==> src/rtl/serial_encoder_if.sv <==
// Handshake bundle for serial_encoder: request-vector input side and code output side.
// Carries out_last only when ENC_LAST_EN is defined.
interface serial_encoder_if #(
    parameter int W  = 8,
    parameter int CW = 3
);
    logic [W-1:0]  in_vec;
    logic          in_valid;
    logic          in_ready;
    logic [CW-1:0] out_code;
    logic          out_valid;
    logic          out_ready;
    logic          err_zero;
`ifdef ENC_LAST_EN
    logic          out_last;

    modport master (
        output in_vec, in_valid, out_ready,
        input  in_ready, out_code, out_valid, err_zero, out_last
    );
    modport slave (
        input  in_vec, in_valid, out_ready,
        output in_ready, out_code, out_valid, err_zero, out_last
    );
`else
    modport master (
        output in_vec, in_valid, out_ready,
        input  in_ready, out_code, out_valid, err_zero
    );
    modport slave (
        input  in_vec, in_valid, out_ready,
        output in_ready, out_code, out_valid, err_zero
    );
`endif
endinterface

==> src/rtl/serial_encoder.sv <==
// Sequential W-to-log2(W) encoder: emits the index of every set request bit, lowest first.
// Define ENC_LAST_EN to add out_last, flagging the final code of each vector.
//
// state | meaning
// IDLE  | waiting for a request vector, in_ready high
// BUSY  | draining pend, one code per accepted output beat
module serial_encoder #(
    parameter int W  = 8,
    parameter int CW = 3
) (
    input  logic            clk,
    input  logic            rst_n,
    serial_encoder_if.slave bus
);
    generate
        if (CW != $clog2(W) || W < 2 || (W & (W - 1)) != 0) begin : g_bad_param
            $error("serial_encoder: W must be a power of two >= 2 and CW must equal $clog2(W)");
        end
    endgenerate

    localparam logic [0:0] IDLE = 1'b0;
    localparam logic [0:0] BUSY = 1'b1;

    logic [0:0]    state;
    logic [W-1:0]  pend;
    logic          err_zero;
    logic [CW-1:0] low_code;
    logic [W-1:0]  low_onehot;
    logic [W-1:0]  pend_next;
    logic          accept;
    logic          beat;

    always_comb begin
        low_code = '0;
        for (int i = W - 1; i >= 0; i--) begin
            if (pend[i]) low_code = CW'(i);
        end
    end

    // Two's-complement trick isolates the lowest set bit.
    assign low_onehot = pend & (~pend + W'(1));
    assign pend_next  = pend & ~low_onehot;

    assign accept = bus.in_valid && bus.in_ready;
    assign beat   = (state == BUSY) && bus.out_ready;

    always_ff @(posedge clk or negedge rst_n) begin
        if (!rst_n) begin
            state    <= IDLE;
            pend     <= '0;
            err_zero <= 1'b0;
        end else begin
            err_zero <= accept && (bus.in_vec == '0);
            case (state)
                IDLE: begin
                    if (accept && bus.in_vec != '0) begin
                        pend  <= bus.in_vec;
                        state <= BUSY;
                    end
                end
                BUSY: begin
                    if (beat) begin
                        pend <= pend_next;
                        if (pend_next == '0) state <= IDLE;
                    end
                end
                default: state <= IDLE;
            endcase
        end
    end

    assign bus.in_ready  = (state == IDLE) && rst_n;
    assign bus.out_valid = (state == BUSY);
    assign bus.out_code  = (state == BUSY) ? low_code : '0;
    assign bus.err_zero  = err_zero;

`ifdef ENC_LAST_EN
    assign bus.out_last = (state == BUSY) && (pend != '0) && ((pend & (pend - W'(1))) == '0);
`endif
endmodule
==> src/flat_wrapper.sv <==
// flat-port wrapper written by rule: the top's interface ports become plain ports
module serial_encoder_flat 
#(
    parameter int W  = 8,
    parameter int CW = 3
)
  (clk, rst_n, bus_in_vec, bus_in_valid, bus_out_ready, bus_in_ready, bus_out_code, bus_out_valid, bus_err_zero);
  serial_encoder_if #(.W(W), .CW(CW)) bus_i ();
  input  logic clk;
  input  logic rst_n;
  input wire logic [$bits(bus_i.in_vec)-1:0] bus_in_vec;
  input wire logic [$bits(bus_i.in_valid)-1:0] bus_in_valid;
  input wire logic [$bits(bus_i.out_ready)-1:0] bus_out_ready;
  output wire logic [$bits(bus_i.in_ready)-1:0] bus_in_ready;
  output wire logic [$bits(bus_i.out_code)-1:0] bus_out_code;
  output wire logic [$bits(bus_i.out_valid)-1:0] bus_out_valid;
  output wire logic [$bits(bus_i.err_zero)-1:0] bus_err_zero;
  assign bus_i.in_vec = bus_in_vec;
  assign bus_i.in_valid = bus_in_valid;
  assign bus_i.out_ready = bus_out_ready;
  assign bus_in_ready = bus_i.in_ready;
  assign bus_out_code = bus_i.out_code;
  assign bus_out_valid = bus_i.out_valid;
  assign bus_err_zero = bus_i.err_zero;
  serial_encoder #(.W(W), .CW(CW)) u_core (.clk(clk), .rst_n(rst_n), .bus(bus_i));
endmodule
==> config.mk <==
export PLATFORM = sky130hd
export DESIGN_NAME = serial_encoder_flat
export DESIGN_NICKNAME = d
export VERILOG_FILES = /design/src/rtl/serial_encoder_if.sv /design/src/rtl/serial_encoder.sv /design/src/flat_wrapper.sv
export SDC_FILE = /design/constraint.sdc
export NUM_CORES = 1
export LEC_CHECK = 0
export BUFFER_PORTS_ARGS = -buffer_cell sky130_fd_sc_hd__buf_2
export CAP_MARGIN = 20
export CORE_AREA = 2 2 39 41
export CTS_BUF_LIST = sky130_fd_sc_hd__clkbuf_4 sky130_fd_sc_hd__clkbuf_8 sky130_fd_sc_hd__clkbuf_16
export DETAILED_ROUTE_END_ITERATION = 10
export DIE_AREA = 0 0 41 43
export PLACE_DENSITY = 0.85
export SKIP_CTS_REPAIR_TIMING = 1
export SYNTH_ARGS = -nofsm -noshare
export SYNTH_HDL_FRONTEND = slang
export SYNTH_SLANG_ARGS = --single-unit
==> constraint.sdc <==
create_clock -name clk -period 2.13 [get_ports clk]
set_input_delay 0.1065 -clock clk [delete_from_list [all_inputs] [get_ports clk]]
set_output_delay 0.1065 -clock clk [all_outputs]
set_load 0.01 [all_outputs]
Word level (Yosys, flattened, before mapping)
Cells that the tools add are included.
{"block": "word_totals", "reg_bits": 10, "inputBits": 12, "out_inout_bits": 6, "word_cells": 36}
{"block": "op_classes", "add_sub_neg": 1, "n_eq_ne": 2, "n_mux": 16, "bitwise": 5, "n_reduce_logical": 9}
{"cell": "3-bit 2-to-1 mux", "n": 9}
{"cell": "8-bit bitwise AND", "n": 2}
{"cell": "8-bit logical NOT", "n": 2}
{"cell": "8-bit 2-to-1 mux", "n": 2}
{"cell": "8-bit NOT", "n": 2}
{"cell": "8-bit case mux with 2 select lines", "n": 1}
{"cell": "8-bit by 1-bit adder with 8-bit output (second input constant)", "n": 1}
{"cell": "8-bit nonzero test", "n": 1}
{"cell": "1-bit logical AND", "n": 5}
{"cell": "1-bit 2-to-1 mux", "n": 3}
{"cell": "2-bit by 1-bit inequality test with 1-bit output (second input constant)", "n": 1}
{"cell": "2-bit inequality test (second input constant)", "n": 1}
{"cell": "1-bit case mux with 2 select lines", "n": 1}
{"cell": "2-bit AND reduction", "n": 1}
{"cell": "1-bit NOT", "n": 1}

Logic depth before layout (Yosys ltp)
{"block": "logic_depth", "depth_word": 9, "depth_mapped": 5, "depth_no_buf": 4}

Worst setup path after synthesis
Ideal clock, no wire load.
{"block": "synth_path", "path_kind": "flip-flop to flip-flop", "startpoint": "register u_core.state (netlist: u_core.bus.out_valid)", "endpoint": "register u_core.pend[6]", "setup_ps": 126, "arrival_time_ps": 1401, "t_required_ps": 2004, "setup_slack_ps": 603, "path_stages_with_launch": 6, "path_buffers": 1, "period_less_slack_ps": 1527, "path_cell_list": "dfrtp_1 > and3b_1 > buf_4 > a21boi_2 > nor2_1 > a221o_1"}
{"block": "synth_via", "elab_chain_cells": 6, "elab_cells_between_ends": 9, "cone_classes": "eq/ne (2); mux (1); bitwise (1); reduce/logical (5)"}
{"item": "from (decl)", "line_no": "serial_encoder.sv:24", "text": "logic [0:0] state;"}
{"item": "from (signal assigned)", "line_no": "serial_encoder.sv:49", "text": "state <= IDLE;"}
{"item": "from (signal assigned)", "line_no": "serial_encoder.sv:58", "text": "state <= BUSY;"}
{"item": "from (signal assigned)", "line_no": "serial_encoder.sv:64", "text": "if (pend_next == '0) state <= IDLE;"}
{"item": "1-bit NOT", "line_no": "serial_encoder.sv:54, serial_encoder.sv:72"}
{"item": "1-bit logical AND", "line_no": "serial_encoder.sv:72", "text": "assign bus.in_ready = (state == IDLE) && rst_n;"}
{"item": "1-bit logical AND", "line_no": "serial_encoder.sv:44", "text": "assign accept = bus.in_valid && bus.in_ready;"}
{"item": "1-bit logical AND", "line_no": "serial_encoder.sv:56", "text": "if (accept && bus.in_vec != '0) begin"}
{"item": "2-bit by 1-bit inequality test with 1-bit output (no source line)"}
{"item": "2-bit AND reduction (no source line)"}
{"item": "to (signal assigned)", "line_no": "serial_encoder.sv:57", "text": "pend <= bus.in_vec;"}
{"item": "to (signal assigned)", "line_no": "serial_encoder.sv:63", "text": "pend <= pend_next;"}
{"item": "to (decl)", "line_no": "serial_encoder.sv:25", "text": "logic [W-1:0] pend;"}
Several ways; a longest one is shown, not always the timed one.
A chain may end at the register's enable or synchronous reset.

Worst setup path after layout
{"block": "layout_path", "startpoint": "input rst_n", "endpoint": "register u_core.pend[6]"}
{"block": "layout_via", "elab_chain_cells": 5}
{"item": "from (decl)", "line_no": "flat_wrapper.sv:10", "text": "input logic rst_n;"}
{"item": "1-bit logical AND", "line_no": "serial_encoder.sv:72"}
{"item": "1-bit logical AND", "line_no": "serial_encoder.sv:44"}
{"item": "1-bit logical AND", "line_no": "serial_encoder.sv:56"}
{"item": "2-bit by 1-bit inequality test with 1-bit output (no source line)"}
{"item": "2-bit AND reduction (no source line)"}
Every way passes these cells.

==> flow_metrics.py <==
metrics = {
    "layout": {
        "fillers": 124,
        "finish.net_count": 97,
        "antenna_cells": 0,
        "final_common_cell": "buf_2",
        "multi_input_area_um2": 340.3,
        "regArea_um2": 250.2,
        "final_cell_mix": "17 x buf_2, 10 x dfrtp_1, 5 x nor2_1",
        "areaGrowthSynthToFinish_pct": 23.08,
        "drive_gt1_share_pct": 29.76,
    },
    "floorplan": {
        "initial_core_util_pct": 44.67,
        "boundaryPins": 18,
        "die_area_um2": 1763,
        "core_um2": 1384,
        "row_count": 14,
        "die_x_um": 41,
        "fp.dieH_um": 43,
    },
    "yosys": {
        "syn_nets": 76,
        "synth_ff_type": "dfrtp_1",
        "synth_cells": 64,
        "ys_warn_count": 0,
        "async_flop_share_pct": 100.0,
        "ys_types": 34,
        "synth_edf_count": 0,
        "syn-cell-area_um2": 618.1,
        "synth_area_per_cell_um2": 9.658,
        "ys_seq_elements": 10,
        "seq_area_frac_synth_pct": 40.49,
    },
    "route": {
        "drc_errors": 0,
        "routed_wl_mm": 1.532,
        "wl_per_cell_um": 15.32,
        "dr.pass1.iters": 4,
        "vias": 664,
        "drtIter0Drc": 33,
        "ant_nets": 0,
        "routed_via_density": 6.640,
    },
    "placement": {
        "gp_congestion": 0.8900,
        "dp_hpwl_mm": 1.146,
        "dp_slack_ns": 0.4513,
        "portBuffers": 17,
    },
    "clock_tree": {
        "cts_made_buffers": 3,
        "cts_tree": "yes",
        "cts-root-buf": "clkbuf_4",
        "htreeDepth": 1,
        "path_clk_slew_ns": 0.07,
        "clock-sinks": 10,
        "cts.path.max_buffers": 2,
        "clk_latency_ns": 0.27,
    },
    "sta": {
        "tightest_slew_ns": 0.4524,
        "finalSetupTns_ns": 0,
        "finalSetupViolations": 0,
        "period_needed_ns": 1.927,
        "timing.fmax_mhz": 519.1,
        "report.final.slew_viol_count": 0,
        "rsz0062_at_grt": "no",
        "hold_viol_final": 0,
        "period_share_pct": 90.45,
        "skew_ns": 0.002722,
        "max_slew_margin_pct": 69.56,
        "setup_slack_ns": 0.2035,
    },
    "worst_setup_path": {
        "critical_path_buf_inv_count": 2,
        "crit_path_cell_trace": "dlygate4sd3_1, buf_2, and3b_1, a21boi_2, nor2_1, a221o_1",
        "crit_fanout": 12,
        "crit_arrival_ns": 2.08,
        "startpoint_type": "input pin",
        "cp.required_ns": 2.29,
        "worst_setup_path_end_kind": "register",
        "criticalPathCategory": "in2reg",
        "slowest_stage": "dlygate4sd3_1",
        "slowest_delay_ns": 0.52,
        "crit_family": "buffers and inverters",
        "r2r_slack_ns": 0.42,
    },
    "global_route": {
        "antenna_found_initial": 0,
        "grt-ovfl-total": 0,
        "grt_pass1_vias": 557,
        "grt_use_total_pct": 18.95,
        "grt_max_degree": 13,
        "grt_pass1_wl_mm": 2.290,
    },
    "job": {
        "maxCapViolCount": 0,
    },
    "worst_hold_path": {
        "hold_path.class": "in2reg",
    },
    "power": {
        "ir_worst_vdd_mv": 0.5020,
        "power.leakage_uw": 0.0003660,
        "powerDensity_nw_per_um2": 1507,
    },
    "outcome": {
        "run_status": "finished, final reports clean",
    },
}
[stage by stage]
step	instances	total power [uW]	util (%)	hold WS (ns)	cell area [um^2]
final	100	1146	54.97	0.07689	760.7
after global routing	100	1223	54.97	0.07432	760.7
after CTS	99	1135	54.25	-0.3208	750.7
after detailed placement	95	958.2	51.63	-0.01733	714.4
after global placement	95	943.8	51.63	-0.02408	714.4
after floorplan	64	791.8	-	-0.1891	618.1
[logic make-up after synthesis]
| group | count (synthesis) | share of synthesized area [%] |
|---|---|---|
| adder cells (fa/ha/maj) | 1 | 1.619 |
| AO/OA/AOI/OAI | 24 | 29.96 |
| buffers and inverters | 6 | 4.452 |
| AND/OR/NAND/NOR | 22 | 21.66 |
| multiplexers | 1 | 1.822 |
| flip-flops | 10 | 40.49 |
[routing by layer]
metal  vias to the layer above  track usage (%)  routed length [um]
met5                         -                0                   0
met1                       304            24.76                 634
met3                        14            4.188                 146
met2                        50            27.19                 687
met4                         0            11.33                  62
li1                        296                -                   -
[Yosys cell counts (2+ instances only)]
cell,n,area (um^2)
a21oi_1,2,10.01
a221o_1,2,20.02
a22o_1,4,35.03
and3_1,2,12.51
dfrtp_1,10,250.2
inv_1,3,11.26
nand2_1,3,11.26
nor2_1,5,18.77
nor2b_1,2,12.51
nor3_1,3,15.01
nor4_1,2,12.51
o21ai_0,2,10.01
o22ai_1,3,18.77
[final cells by class]
class / count / area share (%)
sequential: 10 / 32.89
inverter: 3 / 1.480
timing repair buffer: 19 / 13.49
multi-input combinational: 48 / 44.74
clock buffer: 4 / 4.770
tap: 16 / 2.632
[registers in the layout, indices dropped and copies added (netlist names)]
signal / cells
u_core.pend: 8
u_core.bus.out_valid: 1
u_core.bus.err_zero: 1
[final timing paths]
| path | endpoint | cells past startpoint | startpoint |
|---|---|---|---|
| setup / recovery | u_core.pend[6] | 6 | rst_n |
| hold reg to reg | u_core.pend[7] | 1 | u_core.pend[7] |
| min in group asynchronous | u_core.pend[6] | 2 | rst_n |
| max in group asynchronous | u_core.pend[4] | 2 | rst_n |
| hold / removal | u_core.bus.out_valid | 2 | bus_out_ready |
| setup reg to reg | u_core.pend[6] | 4 | u_core.bus.out_valid |
[where the power goes]
group          leakage (uW)  total [uW]  switching [uW]  internal, uW
clock             0.0000210         173            68.8           104
combinational      0.000215         583             303           280
sequential         0.000130         390             125           265
Power figures use the tool's default switching activity.
